--- src/rtl/keypad_emulator.sv ---
`default_nettype none
// ============================================================================
// Module   : keypad_emulator
// Brief    : Emulates a human pressing one key of a 4x3 matrix keypad,
//            with contact bounce on press and release.
// Revision : 1.0
// ============================================================================
module keypad_emulator #(
    parameter int BOUNCE_PERIOD  = 4,
    parameter int BOUNCE_TOGGLES = 6,
    parameter int HOLD_CYCLES    = 2000000,
    parameter int GAP_CYCLES     = 2000000
) (
    input  logic       clk,
    input  logic       rst,
    input  logic [3:0] keyboard_rows,
    output logic [2:0] keyboard_cols,
    input  logic       cmd_valid,
    input  logic [3:0] cmd_key,
    output logic       cmd_ready,
    output logic       busy,
    output logic       done,
    output logic       err
);

    localparam int MAX_AB = (BOUNCE_PERIOD > BOUNCE_TOGGLES) ? BOUNCE_PERIOD : BOUNCE_TOGGLES;
    localparam int MAX_CD = (HOLD_CYCLES > GAP_CYCLES) ? HOLD_CYCLES : GAP_CYCLES;
    localparam int MAXP   = (MAX_AB > MAX_CD) ? MAX_AB : MAX_CD;
    localparam int CW     = $clog2(MAXP + 1);

    localparam logic [CW-1:0] BP_LAST   = CW'(BOUNCE_PERIOD - 1);
    localparam logic [CW-1:0] TOG_N     = CW'(BOUNCE_TOGGLES);
    localparam logic [CW-1:0] HOLD_LAST = CW'(HOLD_CYCLES - 1);
    localparam logic [CW-1:0] GAP_LAST  = CW'(GAP_CYCLES - 1);
    localparam logic [CW-1:0] CNT_ONE   = CW'(1);

    typedef enum logic [2:0] {
        IDLE      = 3'd0,
        PRESS_BNC = 3'd1,
        HOLD      = 3'd2,
        REL_BNC   = 3'd3,
        GAP       = 3'd4
    } state_t;

    state_t        state_q, state_d;
    logic [CW-1:0] cnt_q, cnt_d;
    logic [CW-1:0] tog_q, tog_d;
    logic          contact_q, contact_d;
    logic [3:0]    key_q, key_d;
    logic          err_q, err_d;
    logic          done_q, done_d;

    logic [1:0]    key_row;
    logic [1:0]    key_col;

    always_ff @(posedge clk) begin
        if (rst) begin
            state_q   <= IDLE;
            cnt_q     <= '0;
            tog_q     <= '0;
            contact_q <= 1'b0;
            key_q     <= '0;
            err_q     <= 1'b0;
            done_q    <= 1'b0;
        end else begin
            state_q   <= state_d;
            cnt_q     <= cnt_d;
            tog_q     <= tog_d;
            contact_q <= contact_d;
            key_q     <= key_d;
            err_q     <= err_d;
            done_q    <= done_d;
        end
    end

    always_comb begin
        state_d   = state_q;
        cnt_d     = cnt_q;
        tog_d     = tog_q;
        contact_d = contact_q;
        key_d     = key_q;
        err_d     = err_q;
        done_d    = 1'b0;

        unique case (state_q)
            IDLE: begin
                cnt_d     = '0;
                tog_d     = '0;
                contact_d = 1'b0;
                if (cmd_valid) begin
                    key_d = cmd_key;
                    if (cmd_key <= 4'd11) begin
                        state_d   = PRESS_BNC;
                        contact_d = 1'b1;
                        err_d     = 1'b0;
                    end else begin
                        state_d = GAP;
                        err_d   = 1'b1;
                    end
                end
            end
            // Both bounce phases share one schedule; the exit level differs.
            PRESS_BNC, REL_BNC: begin
                if (cnt_q == BP_LAST) begin
                    cnt_d = '0;
                    if (tog_q == TOG_N) begin
                        tog_d = '0;
                        if (state_q == PRESS_BNC) begin
                            state_d   = HOLD;
                            contact_d = 1'b1;
                        end else begin
                            state_d   = GAP;
                            contact_d = 1'b0;
                        end
                    end else begin
                        tog_d     = tog_q + CNT_ONE;
                        contact_d = ~contact_q;
                    end
                end else begin
                    cnt_d = cnt_q + CNT_ONE;
                end
            end
            HOLD: begin
                if (cnt_q == HOLD_LAST) begin
                    cnt_d     = '0;
                    state_d   = REL_BNC;
                    contact_d = 1'b0;
                end else begin
                    cnt_d = cnt_q + CNT_ONE;
                end
            end
            GAP: begin
                contact_d = 1'b0;
                if (cnt_q == GAP_LAST) begin
                    cnt_d   = '0;
                    state_d = IDLE;
                    done_d  = 1'b1;
                end else begin
                    cnt_d = cnt_q + CNT_ONE;
                end
            end
            default: begin
                state_d   = IDLE;
                cnt_d     = '0;
                tog_d     = '0;
                contact_d = 1'b0;
            end
        endcase
    end

    always_comb begin
        key_row = 2'd0;
        key_col = 2'd0;
        unique case (key_q)
            4'd1:    begin key_row = 2'd0; key_col = 2'd0; end
            4'd2:    begin key_row = 2'd0; key_col = 2'd1; end
            4'd3:    begin key_row = 2'd0; key_col = 2'd2; end
            4'd4:    begin key_row = 2'd1; key_col = 2'd0; end
            4'd5:    begin key_row = 2'd1; key_col = 2'd1; end
            4'd6:    begin key_row = 2'd1; key_col = 2'd2; end
            4'd7:    begin key_row = 2'd2; key_col = 2'd0; end
            4'd8:    begin key_row = 2'd2; key_col = 2'd1; end
            4'd9:    begin key_row = 2'd2; key_col = 2'd2; end
            4'd10:   begin key_row = 2'd3; key_col = 2'd0; end
            4'd0:    begin key_row = 2'd3; key_col = 2'd1; end
            4'd11:   begin key_row = 2'd3; key_col = 2'd2; end
            default: begin key_row = 2'd0; key_col = 2'd0; end
        endcase
    end

    // Invalid codes never close the contact, so the decoder default is harmless.
    always_comb begin
        keyboard_cols = 3'b000;
        if (!rst && contact_q && keyboard_rows[key_row])
            keyboard_cols[key_col] = 1'b1;
    end

    assign cmd_ready = (state_q == IDLE) && !rst;
    assign busy      = (state_q != IDLE) && !rst;
    assign done      = done_q && !rst;
    assign err       = err_q && !rst;

endmodule
`default_nettype wire

--- config.mk ---
export PLATFORM = sky130hd
export DESIGN_NAME = keypad_emulator
export DESIGN_NICKNAME = d
export VERILOG_FILES = /design/src/rtl/keypad_emulator.sv
export SDC_FILE = /design/constraint.sdc
export NUM_CORES = 1
export LEC_CHECK = 0
export BUFFER_PORTS_ARGS = -buffer_cell sky130_fd_sc_hd__buf_2
export CAP_MARGIN = 20
export CORE_UTILIZATION = 55
export DETAILED_ROUTE_END_ITERATION = 10
export PLACE_DENSITY_LB_ADDON = 0.1
export REMOVE_ABC_BUFFERS = 1
export SKIP_CTS_REPAIR_TIMING = 1
export SYNTH_ARGS = -nofsm -noshare
export SYNTH_HDL_FRONTEND = slang
export SYNTH_SLANG_ARGS = --single-unit
export TNS_END_PERCENT = 30
--- constraint.sdc ---
create_clock -name clk -period 4.6 [get_ports clk]
set_input_delay 0 -clock clk [delete_from_list [all_inputs] [get_ports clk]]
set_output_delay 0 -clock clk [all_outputs]
set_load 0.05 [all_outputs]
# Word-level counts from Yosys, hierarchy flattened
# Memories as Yosys holds them, arrays and structs flattened. A register that Yosys moved wholly into a read port is not among the register bits.
# Index checks and enable logic that the tools add are counted.
# Widths: inputs -> output; s select.
[totals]
mem_count = 1
rom_bits = 64
wordCells = 76
reg_bits = 52
output_inout_bits = 7
in_bits = 11
[mem_list]
columns = ["memory", "depth", "word_bits", "read_ports", "rd_clocked_by_memory_dff", "write_ports", "line_no", "source"]
rows = [
  ["(no name shown)", 16, 4, 1, 1, 0, "154", "unique case (key_q)"],
]
[op_classes]
n_reduce_logical = 17
n_mux = 30
order_cmp = 4
add_sub_neg = 2
n_eq_ne = 12
n_bitwise = 3
[ops]
columns = ["op", "count"]
rows = [
  ["$mux 21", 4],
  ["$pmux 21 s2", 2],
  ["$add 21x1->21 const B", 2],
  ["$mux 3", 8],
  ["$eq 21x2->1 const B", 1],
  ["$eq 21x21->1 const B", 1],
  ["$eq 21x3->1 const B", 1],
  ["$pmux 3 s4", 1],
  ["$mux 1", 10],
  ["$ne 2x2->1 const B", 5],
  ["$mux 4", 2],
  ["$logic_and 1x1->1", 7],
  ["$eq 3x2->1 const B", 2],
  ["$lt 2x3->1 const B", 2],
  ["$reduce_and 2->1", 3],
  ["$reduce_or 2->1", 3],
  ["$reduce_and 5->1", 1],
  ["$le 4x4->1 const B", 1],
  ["$eq 3x1->1 const B", 1],
  ["$eq 3x3->1 const B", 1],
  ["$logic_not 3->1", 1],
  ["$not 1->1", 3],
  ["$pmux 1 s3", 1],
  ["$reduce_bool 3->1", 1],
  ["other kinds (4)", 4],
]

# Logic depth before layout (Yosys ltp)
[depth]
ltp_word = 5
mapped_depth = 8
depth_no_buf = 7

# Worst setup path before layout
# Ideal clock, no wire load.
[synth_timing]
path_kind = "reg-to-output"
startpoint = "reg state_q[2]"
endpoint = "out cmd_ready"
slack_ps = 2421
n_path_buf = 2
arrival_ps = 2179
stages_incl_launch_ff = 4
required_time_ps = 4600
path_cell_list = "dfxtp_1 buf_2 clkbuf_1 nor4_1"
[synth_between]
elab_chain_cells = 2
[synth_lines]
columns = ["element", "line_no", "source"]
rows = [
  ["start, declared", "45", "state_t state_q, state_d;"],
  ["start signal, assigned", "66", "state_q <= state_d;"],
  ["$logic_not 3->1", "178", "assign cmd_ready = (state_q == IDLE) && !rst;"],
  ["$logic_and 1x1->1", "178", ""],
  ["end, declared", "20", "output logic cmd_ready,"],
]
# No other way between the ends.

# Worst setup path in the final report
[layout_timing]
startpoint = "reg tog_q[1]"
endpoint = "reg tog_q[19]"
[layout_between]
elab_chain_cells = 4
elab_cells_between_ends = 5
classes_between = "1 x add/sub; 1 x eq/ne; 3 x mux"
[layout_lines]
columns = ["element", "line_no", "source"]
rows = [
  ["start, declared", "47", "logic [CW-1:0] tog_q, tog_d;"],
  ["start signal, assigned", "68", "tog_q <= tog_d;"],
  ["$add 21x1->21 or $eq 21x3->1 (tied branches)", "116, 106", ""],
  ["$mux 21 (*)", "106", "if (tog_q == TOG_N) begin"],
  ["$mux 21 (*)", "104", "if (cnt_q == BP_LAST) begin"],
  ["$pmux 21 s2 (*)", "85", "unique case (state_q)"],
]
# Mark *: on every way between the ends. The rest lies on a longest branch, timed or not. The select of a mux whose other input is x is not followed.
# A chain may end at the register's enable or synchronous reset.

==> results.md <==
- Post-synthesis sequential area ratio: 0.3626
- Worst Path Max Fanout: 21
- TritonRoute pass-1 iters: 4
- # rows: 26
- Share of cells above drive strength 1: 0.1278
- Num CTS Buffers: 5
- Clock slew at reported path FFs: 0.10 ns
- Worst path cell trace: ha_1 > nor4b_1 > nand3_1 > nor4_2 > or3_1 > o21ba_1
- Pwr Density: 289.8 nW/um^2
- Worst Path Required: 4.82 ns
- Yosys reg bits: 56
- WL met3: 314 um
- Boundary Pins: 18
- Initial antenna violation count: 0
- Top-count cell post-synth: dfxtp_1
- First-pass GRT wire length: 11760 um
- Die area: 5925 um^2
- Filler cell count: 476
- Worst flop-to-flop path startpoint: tog_q[1]
- Synth unique cells: 60
- Synth top area cells: dfxtp_1 (36%), a211oi_1 (5.1%), xnor2_1 (4.0%), o31ai_1 (3.4%), nand3_1 (3.1%)
- DR WL met2: 3002 um
- Buffers plus inverters on the worst setup path: 0
- Drt wl/cell: 15.95 um
- Syn_area_per_cell: 8.758 um^2
- Top post-synthesis cells by count: dfxtp_1 (56), a211oi_1 (21), nor2_1 (20)
- Final Hold Fails: 0
- Top sig layer: met4
- Residual DRC: 0
- Core Region: 5270 um^2
- WP depth: 6
- Arr. time, crit path: 2.92 ns
- Relative slew margins: 0.4111
- Clk buf depth: 2
- Setup TNS: 0 ns
- Max-Cap Viols: 0
- Met1 Wirelength: 3467 um
- Async set-reset flop share out of synthesis: 0
- Hold depth: 3
- Post-Syn Instances: 353
- Reg2Reg Depth: 6
- ANT cells: 0
- Nets@finish: 373
- Yosys warns: 0
- CP endpoint kind: flop
- Final antenna-violating net count: 0
- Crit path launch: tog_q[1]
- Outcome: finished clean
- Hold slack: 0.07645 ns
- Avg Vias per Cell: 6.342
- R2R Setup Slk: 1.90 ns
- Ys flop type: dfxtp_1
- Final setup vio count: 0
- Final Max Tran Viols: 0
- Routed vias: 2727
- Crit Reg-Reg Endpoint: tog_q[19]
- Vias in the first global route: 2503
- Post-synth EDFFs: 0
- Grt total ovfl: 0
- Maximum VDD drop: 0.0001839 V
- Post-Route WL: 6860 um
- Synth area leader: dfxtp_1
- Clk_lat worst skew: 0.31 ns
- CP max stage delay: 0.72 ns
- Clock tree skew after final layout: 0.007744 ns
- Worst slew pin tran: 0.8809 ns
- Worst min path class: input port to flop
- CP Launch Type: flop
- LEAKAGE: 0.9736 nW
- Iteration-0 DRC Markers: 202
- CP endpoint: tog_q[19]
- Cell Area, Synth: 3092 um^2
- GPL Wtd Cong: 0.7963
- Starting Density: 0.5867
- CTS tree: built
- Slowest-stage cell, CP: or3_1
- Synth top area share: 0.3626
- Largest net degree at the start of global routing: 44
- CTS sink cnt: 56
- RSZ-0062 raised after global routing: no
- Fmax: 0.3710 GHz
- Kind of cell adding the most delay to the critical path: simple AND/OR/NAND/NOR gates
- Die Width: 76.98 um
- CTS Root Cell: clkbuf_8
- H-tree levels: 2
- Fin crit share: 0.5860
- IO buf count: 17
- Final HPWL DP: 4535 um
- Min Tclk post-route: 2.695 ns
- Layout area overhead: 6.920%
- Die Ht: 76.98 um
- Crit Path Category: flop to flop
- Total power: 0.9580 mW
- GRT Total Usage: 0.2421
## sequential cells by signal, summed over array words and instances, names as in the netlist
signal and cells:
key_col 2, state_q 3, err_q 1, cnt_q 21, key_q 4, done_q 1
tog_q 21, key_row 2, contact_q 1
## layer usage
metal | vias to the layer above | GRT usage
li1 | 1357 | -
met1 | 1284 | 0.3568
met2 | 78 | 0.3527
met3 | 8 | 0.04405
met4 | 0 | 0.08113
met5 | - | 0
## kinds of logic after synthesis
logic type | count (synthesis) | share of synthesized area
and+or+nand+nor | 144 | 0.2938
adders and majority gates | 3 | 0.01214
xor gates and xnor gates | 21 | 0.05949
muxes | 5 | 0.02023
buffers and inverters | 35 | 0.04735
DFF | 56 | 0.3626
AOI/OAI and AO/OA | 89 | 0.2044
## power by group
part	internal, mW	leakage, nW	total, mW	switching [mW]
sequential	0.498	0.454	0.513	0.0150
clock	0.162	0.0541	0.331	0.169
combinational	0.0406	0.466	0.114	0.0738
total	0.700	0.974	0.958	0.258
## layout by cell type (no fill, tap or decap), types with 3 or more instances in the layout
cell type,n
or3_1,9
mux2i_1,4
a21oi_1,18
nor4_1,8
nand4_1,15
xnor2_1,14
nand2b_1,3
nand3_1,19
nor4_4,3
nor3_1,10
xor2_1,7
clkbuf_8,5
o211ai_1,3
dfxtp_1,56
nor4b_1,3
nor2_1,20
nand2_1,18
or4_1,11
a211oi_1,21
buf_2,17
inv_1,13
o21ai_0,12
ha_1,3
and4_1,4
and3_1,5
o31ai_1,14
## worst reg2reg max path, cell delays in order (launching register included)
cell	delay, ns
dfxtp_1	0.47
ha_1	0.19
nor4b_1	0.26
nand3_1	0.22
nor4_2	0.51
or3_1	0.72
o21ba_1	0.24
## area by class of cell
type | instances | area, um^2 | area share
Multi-Input combinational cell | 262 | 1824 | 0.5519
Sequential cell | 56 | 1121 | 0.3391
Timing Repair Buffer | 19 | 105.1 | 0.03179
Tap cell | 70 | 87.58 | 0.02650
Clock buffer | 5 | 68.82 | 0.02082
Inverter | 15 | 56.30 | 0.01703
Clock inverter | 3 | 42.54 | 0.01287
## metrics by stage
step                setup slack [ns]  instances    util  instance area, um^2
floorplan                      2.422        333       -                 3002
global placement               2.071        420  0.6023                 3174
detailed placement             1.938        420  0.6023                 3174
CTS                            1.934        428  0.6235                 3286
global route                   1.684        430  0.6273                 3306
finish                         1.905        430  0.6273                 3306
## worst min-delay path by stage
| stage | slack, ns | endpoint | start |
|---|---|---|---|
| 3_3_place_gp | 0.32 | err_q | cmd_key[2] |
| 2_1_floorplan | 0.07 | contact_q | rst |
| 5_1_grt | 0.07 | state_q[2] | cmd_key[3] |
| 6_report | 0.08 | state_q[2] | cmd_key[3] |
| 3_5_place_dp | 0.32 | err_q | cmd_key[2] |
| 4_1_cts | -0.02 | err_q | cmd_key[2] |
(Power assumes the default switching activity.)
